### src/rtl/tgm_pkg.sv
// tgm_pkg: shared types and default widths for the multi-queue token-bucket meter.
//   state_t    : metering FSM state {INIT, RUN}
//   *_D        : default parameter values for tgm_mq / tgm_bucket
//   sum_w()    : width of the signed token sum (TOKEN_W + 2, never wraps)
package tgm_pkg;
    localparam int N_QUEUE_D = 8;
    localparam int QID_W_D   = 3;
    localparam int TOKEN_W_D = 16;
    localparam int LEN_W_D   = 12;
    localparam int STAT_W_D  = 32;

    typedef enum logic {INIT = 1'b0, RUN = 1'b1} state_t;

    function automatic int sum_w(input int token_w);
        return token_w + 2;
    endfunction
endpackage

### src/rtl/tgm_bucket.sv
// tgm_bucket: one token bucket with its rate/size config, add/subtract/clamp and request compare.
//   clk, rst          : clock, asynchronous active-high reset
//   run_i             : metering active this cycle (RUN and no test_stop)
//   load_i            : INIT->RUN this cycle, preload min(rate, size)
//   tick_i, grant_i   : slot tick, grant to this queue
//   pkt_valid_i/len_i : head packet of this queue
//   cfg_we_i/rate/size: config write for this queue
//   req_o             : registered generation request
//   uf_o              : grant exceeded tokens this cycle (combinational)
module tgm_bucket
    import tgm_pkg::*;
#(
    parameter int TOKEN_W = TOKEN_W_D,
    parameter int LEN_W   = LEN_W_D
) (
    input  logic               clk,
    input  logic               rst,
    input  logic               run_i,
    input  logic               load_i,
    input  logic               tick_i,
    input  logic               grant_i,
    input  logic               pkt_valid_i,
    input  logic [LEN_W-1:0]   pkt_len_i,
    input  logic               cfg_we_i,
    input  logic [TOKEN_W-1:0] cfg_rate_i,
    input  logic [TOKEN_W-1:0] cfg_size_i,
    output logic               req_o,
    output logic               uf_o
);
    localparam int SW = sum_w(TOKEN_W);

    logic [TOKEN_W-1:0] rt_q, rt_d, rate_q, rate_d, size_q, size_d, add, lim;
    logic [LEN_W-1:0]   cons;
    logic [SW-1:0]      sum;
    logic               neg, over, req_d, req_q;

    always_comb begin
        add    = tick_i ? rate_q : '0;
        cons   = grant_i ? pkt_len_i : '0;
        // zero-extended operands; the top bit is the sign of the true result
        sum    = SW'(rt_q) + SW'(add) - SW'(cons);
        neg    = sum[SW-1];
        over   = !neg && (sum > SW'(size_q));
        lim    = (rate_q < size_q) ? rate_q : size_q;
        rt_d   = run_i ? (neg ? '0 : over ? size_q : sum[TOKEN_W-1:0]) : load_i ? lim : '0;
        // a granted queue's head length is stale for one cycle, so never request right after
        req_d  = run_i && pkt_valid_i && (rt_d >= TOKEN_W'(pkt_len_i)) && !grant_i;
        rate_d = cfg_we_i ? cfg_rate_i : rate_q;
        size_d = cfg_we_i ? cfg_size_i : size_q;
    end

    always_ff @(posedge clk or posedge rst) begin
        if (rst) begin
            rt_q   <= '0;
            rate_q <= '0;
            size_q <= '0;
            req_q  <= 1'b0;
        end else begin
            rt_q   <= rt_d;
            rate_q <= rate_d;
            size_q <= size_d;
            req_q  <= req_d;
        end
    end

    assign req_o = req_q;
    assign uf_o  = run_i && neg;
endmodule

### src/rtl/tgm_mq.sv
// tgm_mq: multi-queue token-bucket traffic generation meter, one bucket per TSN queue.
//   clk, rst               : clock, asynchronous active-high reset
//   test_stop              : level, stop metering and empty all buckets
//   lau_update_finish      : level, start metering
//   slot_shift             : toggles once per slot, each edge is a tick
//   cfg_wr/qid/tb_rate/size: runtime per-queue rate and depth write
//   pkt_valid, pkt_len     : per-queue head packet (len of q at [q*LEN_W +: LEN_W])
//   sel_valid, sel_qid     : grant from TSM
//   out_tgm_req            : registered per-queue request
//   err_underflow          : 1-cycle pulse when a grant exceeded the bucket
//   stat_qid/grant_cnt     : grant counter read (only with TGM_STATS_EN defined)
// Optional feature macro: TGM_STATS_EN
module tgm_mq
    import tgm_pkg::*;
#(
    parameter int N_QUEUE = N_QUEUE_D,
    parameter int QID_W   = QID_W_D,
    parameter int TOKEN_W = TOKEN_W_D,
    parameter int LEN_W   = LEN_W_D,
    parameter int STAT_W  = STAT_W_D
) (
    input  logic                     clk,
    input  logic                     rst,
    input  logic                     test_stop,
    input  logic                     lau_update_finish,
    input  logic                     slot_shift,
    input  logic                     cfg_wr,
    input  logic [QID_W-1:0]         cfg_qid,
    input  logic [TOKEN_W-1:0]       cfg_tb_rate,
    input  logic [TOKEN_W-1:0]       cfg_tb_size,
    input  logic [N_QUEUE-1:0]       pkt_valid,
    input  logic [N_QUEUE*LEN_W-1:0] pkt_len,
    input  logic                     sel_valid,
    input  logic [QID_W-1:0]         sel_qid,
    output logic [N_QUEUE-1:0]       out_tgm_req,
    output logic                     err_underflow,
    input  logic [QID_W-1:0]         stat_qid,
    output logic [STAT_W-1:0]        stat_grant_cnt
);
    state_t             state_q, state_d;
    logic               slot_shift_q, tick, run, go, stop, err_d, err_q;
    logic [N_QUEUE-1:0] grant, cfg_we, uf;

    always_comb begin
        tick    = slot_shift ^ slot_shift_q;
        stop    = (state_q == RUN) && test_stop;
        run     = (state_q == RUN) && !test_stop;
        // test_stop held in INIT keeps the meter parked there
        go      = (state_q == INIT) && lau_update_finish && !test_stop;
        state_d = (run || go) ? RUN : INIT;
        err_d   = |uf;
    end

    always_ff @(posedge clk or posedge rst) begin
        if (rst) begin
            state_q      <= INIT;
            slot_shift_q <= 1'b0;
            err_q        <= 1'b0;
        end else begin
            state_q      <= state_d;
            slot_shift_q <= slot_shift;
            err_q        <= err_d;
        end
    end

    assign err_underflow = err_q;

    for (genvar i = 0; i < N_QUEUE; i++) begin : g_q
        // out-of-range qids never match any bucket, so they are ignored naturally
        assign grant[i]  = sel_valid && (sel_qid == QID_W'(i));
        assign cfg_we[i] = cfg_wr && (cfg_qid == QID_W'(i));
        tgm_bucket #(.TOKEN_W(TOKEN_W), .LEN_W(LEN_W)) u_bucket (
            .clk        (clk),
            .rst        (rst),
            .run_i      (run),
            .load_i     (go),
            .tick_i     (tick),
            .grant_i    (grant[i]),
            .pkt_valid_i(pkt_valid[i]),
            .pkt_len_i  (pkt_len[i*LEN_W +: LEN_W]),
            .cfg_we_i   (cfg_we[i]),
            .cfg_rate_i (cfg_tb_rate),
            .cfg_size_i (cfg_tb_size),
            .req_o      (out_tgm_req[i]),
            .uf_o       (uf[i])
        );
    end

`ifdef TGM_STATS_EN
    logic [STAT_W-1:0] cnt_q [N_QUEUE];
    logic [STAT_W-1:0] cnt_d [N_QUEUE];

    always_comb begin
        for (int k = 0; k < N_QUEUE; k++)
            cnt_d[k] = stop ? '0 : (run && grant[k] && !(&cnt_q[k])) ? cnt_q[k] + 1'b1 : cnt_q[k];
    end

    always_ff @(posedge clk or posedge rst) begin
        if (rst) begin
            for (int k = 0; k < N_QUEUE; k++) cnt_q[k] <= '0;
        end else begin
            for (int k = 0; k < N_QUEUE; k++) cnt_q[k] <= cnt_d[k];
        end
    end

    assign stat_grant_cnt = (int'(stat_qid) < N_QUEUE) ? cnt_q[stat_qid] : '0;
`else
    logic unused_stat;
    assign unused_stat    = ^stat_qid;
    assign stat_grant_cnt = '0;
`endif
endmodule
### config.mk
export PLATFORM = sky130hd
export DESIGN_NAME = tgm_mq
export DESIGN_NICKNAME = d
export VERILOG_FILES = /design/src/rtl/tgm_pkg.sv /design/src/rtl/tgm_bucket.sv /design/src/rtl/tgm_mq.sv
export SDC_FILE = /design/constraint.sdc
export NUM_CORES = 2
export LEC_CHECK = 0
export BUFFER_PORTS_ARGS = -buffer_cell sky130_fd_sc_hd__buf_4
export CORE_ASPECT_RATIO = 1.75
export CORE_MARGIN = 2
export CORE_UTILIZATION = 51
export DETAILED_ROUTE_END_ITERATION = 10
export GPL_TIMING_DRIVEN = 0
export MAX_ROUTING_LAYER = met4
export PLACE_DENSITY = 0.68
export SYNTH_ARGS = -nofsm -noshare
export SYNTH_HDL_FRONTEND = slang
export SYNTH_SLANG_ARGS = --single-unit
### constraint.sdc
create_clock -name clk -period 30.6 [get_ports clk]
set_input_delay 3.06 -clock clk [delete_from_list [all_inputs] [get_ports clk]]
set_output_delay 3.06 -clock clk [all_outputs]
set_load 0.005 [all_outputs]
==> flow_metrics.env <==
export IMPL_setup_violations=0
export IMPL_place_inst=5433
export IMPL_ys_types=95
export IMPL_synth_edf_count=0
export IMPL_max_freq_ghz=0.07090
export IMPL_antenna_found_initial=5
export IMPL_cts_sinks=395
export IMPL_num_rows=132
export IMPL_cts_resized_gates=0
export IMPL_dp_final_hpwl_um=97870
export IMPL_avgRoutedWirePerCell_um=22.93
export IMPL_finalCriticalPeriod_ns=14.10
export IMPL_drc=0
export IMPL_rr_startpoint="slot_shift_q$_DFF_PP0_"
export IMPL_cp_required_ns=31.04
export IMPL_critPathMaxStageDelay_ns=1.09
export IMPL_syn_inst=4307
export IMPL_core_area_um2=73660
export IMPL_post_cts_setup_buffers=0
export IMPL_ff2ff_path_depth=43
export IMPL_syn_area_um2=37830
export IMPL_route_vias_total=33712
export IMPL_grt_max_degree=114
export IMPL_run_status="completed"
export IMPL_fin_skew_ns=0.02420
export IMPL_rsz0062_at_grt="false"
export IMPL_yosysWarnings=0
export IMPL_synth_flop_cell="dfrtp_1"
export IMPL_design_die_area_um2=76460
export IMPL_grt_usage_pct=33.79
export IMPL_avgSynthCellArea_um2=8.784
export IMPL_whs_path_depth=1
export IMPL_cts_hold_buffers_added=0
export IMPL_clkPwrFrac_pct=11.1
export IMPL_max_cap_viol_count=0
export IMPL_routed_wl_um=126300
export IMPL_leakage_nw=20.11
export IMPL_drt_iter0_markers=2263
export IMPL_n_fill_cell=6820
export IMPL_die_y_um=364.3
export IMPL_grt_pass1_wl_um=191400
export IMPL_ios=193
export IMPL_worst_endpoint_arrival_ns=14.55
export IMPL_cts_tree="yes"
export IMPL_hold_path_class="reg2reg"
export IMPL_grt_ovfl_total=0
export IMPL_slew_headroom_pct=3.916
export IMPL_start_util_pct=51.36
export IMPL_cts_buffer_depth=3
export IMPL_slowest_stage="clkbuf_1"
export IMPL_syn_to_final_growth_pct=10.46
export IMPL_gp_congestion=0.9968
export IMPL_finalSetupTns_ns=0
export IMPL_yosysSeqAreaShare_pct=26.13
export IMPL_slew_viol_final=0
export IMPL_final_common_cell="ha_1"
export IMPL_hold_viol=0
export IMPL_post_route_util_pct=56.73
export IMPL_crit_path_start_kind="input port"
export IMPL_clock_latency_ns=0.58
export IMPL_async_reset_ff_share_pct=100.0
export IMPL_critical_path_peak_fanout=10
export IMPL_final_cells=5508
export IMPL_period_share_pct=46.09
export IMPL_synth_top_area_cell="dfrtp_1"
export IMPL_synth_top_area_share_pct=26.13
export IMPL_whs_endpoint="g_q[7].u_bucket.size_q[12]$_DFFE_PP0P_"
export IMPL_layout_nets=5273
export IMPL_comb_power_share_pct=73.2
export IMPL_worstMarginPinSlew_ns=1.441
export IMPL_p_seq_share_pct=15.7
export IMPL_clk_pin_slew_ns=0.07
export IMPL_first_pass_iters=9
export IMPL_root_buffer="clkbuf_16"
export IMPL_endpoint_kind="flop"
export IMPL_p_per_area_nw_per_um2=117.2
export IMPL_io_buffers=154
export IMPL_cts_buffers=40
export IMPL_via_per_inst=6.121
export IMPL_chipWidth_um=209.9
export IMPL_yosys_top_cells_area="dfrtp_1, ha_1, mux2_2, a21oi_1, mux2i_1"
export IMPL_ant_nets=0
export IMPL_synth_seq_cells=395
export IMPL_ff2ff_setup_slack_ns=18.72
export IMPL_htreeDepth=2
export IMPL_grt_pass1_vias=33695
export IMPL_p_sw_share_pct=49.45
export IMPL_vdd_drop_max_mv=0.06701
export IMPL_path_class="in2reg"
export IMPL_r2r_end="g_q[3].u_bucket.req_o$_DFF_PP0_"
export IMPL_drive_gt1_share_pct=11.43
export IMPL_hp_start="g_q[7].u_bucket.size_q[12]$_DFFE_PP0P_"
export IMPL_switching_power_w=0.002423
export IMPL_p_int_w=0.002477
export IMPL_mostFrequentLayoutCells="ha_1, dfrtp_1, inv_1, a21oi_1, nand2_1"
[metal layers]
| metal | vias to the layer above | GRT usage (%) | routed length (um) |
|---|---|---|---|
| li1 | 16011 | - | - |
| met1 | 16110 | 35.69 | 46440 |
| met2 | 1165 | 59.02 | 62710 |
| met3 | 426 | 4.675 | 7256 |
| met4 | 0 | 22.24 | 9876 |
| met5 | - | - | 0 |
[cells in the mapped netlist (all sizes together) (52+ instances only)]
library cell / number
ha: 568
dfrtp: 395
inv: 328
a21oi: 313
nand2: 302
nor2: 279
o21ai: 257
mux2: 201
mux2i: 156
and2: 144
xnor2: 135
a21o: 119
clkbuf: 111
o22ai: 106
o21a: 70
nand3: 64
nor3: 63
buf: 54
nor2b: 52
[registers in the layout, summed over array words and instances (netlist names)]
register,count
g_q.u_bucket.rate_q,128
g_q.u_bucket.rt_q,128
g_q.u_bucket.size_q,128
g_q.u_bucket.req_o,8
err_underflow,1
slot_shift_q,1
state_q,1
[how the worst max path moves through the flow]
stage | end | depth (start not counted) | slack (ns) | startpoint
after floorplan | err_underflow$_DFF_PP0_ | 1 | 16.56 | rst
after global placement | g_q[2].u_bucket.rt_q[2]$_DFF_PP0_ | 2 | 11.44 | rst
after detailed placement | g_q[3].u_bucket.req_o$_DFF_PP0_ | 44 | 16.08 | slot_shift
after CTS | g_q[3].u_bucket.req_o$_DFF_PP0_ | 44 | 16.66 | slot_shift
after global routing | g_q[3].u_bucket.req_o$_DFF_PP0_ | 44 | 15.76 | slot_shift
final | g_q[3].u_bucket.req_o$_DFF_PP0_ | 44 | 16.50 | slot_shift
[cells by family after synthesis]
family / share of synthesized area (%)
compound gates: 20.17
other cells: 0.009912
xor+xnor: 4.187
buf+inv: 5.325
mux: 10.14
simple gates: 14.41
fa+ha+maj: 19.63
flops: 26.13
[area by class of cell]
class	count	area [um^2]	share of cell area [%]
well taps	938	1174	2.809
inverters	328	1239	2.964
clock inverters	25	319.1	0.7635
plain buffers	165	783.3	1.874
multi-input cells	3450	26050	62.35
flip-flops and latches	395	9884	23.65
clock buffers	47	1089	2.605
repair buffers	157	1239	2.964
diodes	3	7.507	0.01797
[stage by stage]
step | cell area, um^2 | setup slack, ns | total power (W) | hold slack (ns)
5_1_grt | 41790 | 15.76 | 0.005332 | 0.5228
4_1_cts | 41780 | 16.66 | 0.004861 | 0.5084
2_1_floorplan | 37950 | 16.56 | 0.003447 | 0.4794
3_5_place_dp | 40370 | 16.08 | 0.004296 | 0.4939
6_report | 41790 | 16.50 | 0.004900 | 0.5038
3_3_place_gp | 40280 | 11.44 | 0.004229 | 0.4889
[power by group through the flow]
stage | clock network [W] | logic, W | registers, W
final | 0.000544 | 0.00359 | 0.000770
after global routing | 0.000570 | 0.00398 | 0.000782
after CTS | 0.000550 | 0.00354 | 0.000766
after detailed placement | 0 | 0.00352 | 0.000776
after global placement | 0 | 0.00346 | 0.000773
after floorplan | 0 | 0.00272 | 0.000729
[critical path: cells and delay by family]
kind	cells	cell delay [ns]
muxes	2	0.38
buffers and inverters	5	2.30
AOI/OAI and AO/OA	23	5.18
and+or+nand+nor	7	1.72
xor gates and xnor gates	3	0.55
adders and majority gates	4	1.28
Note: power is estimated with default switching activity, not from simulation.
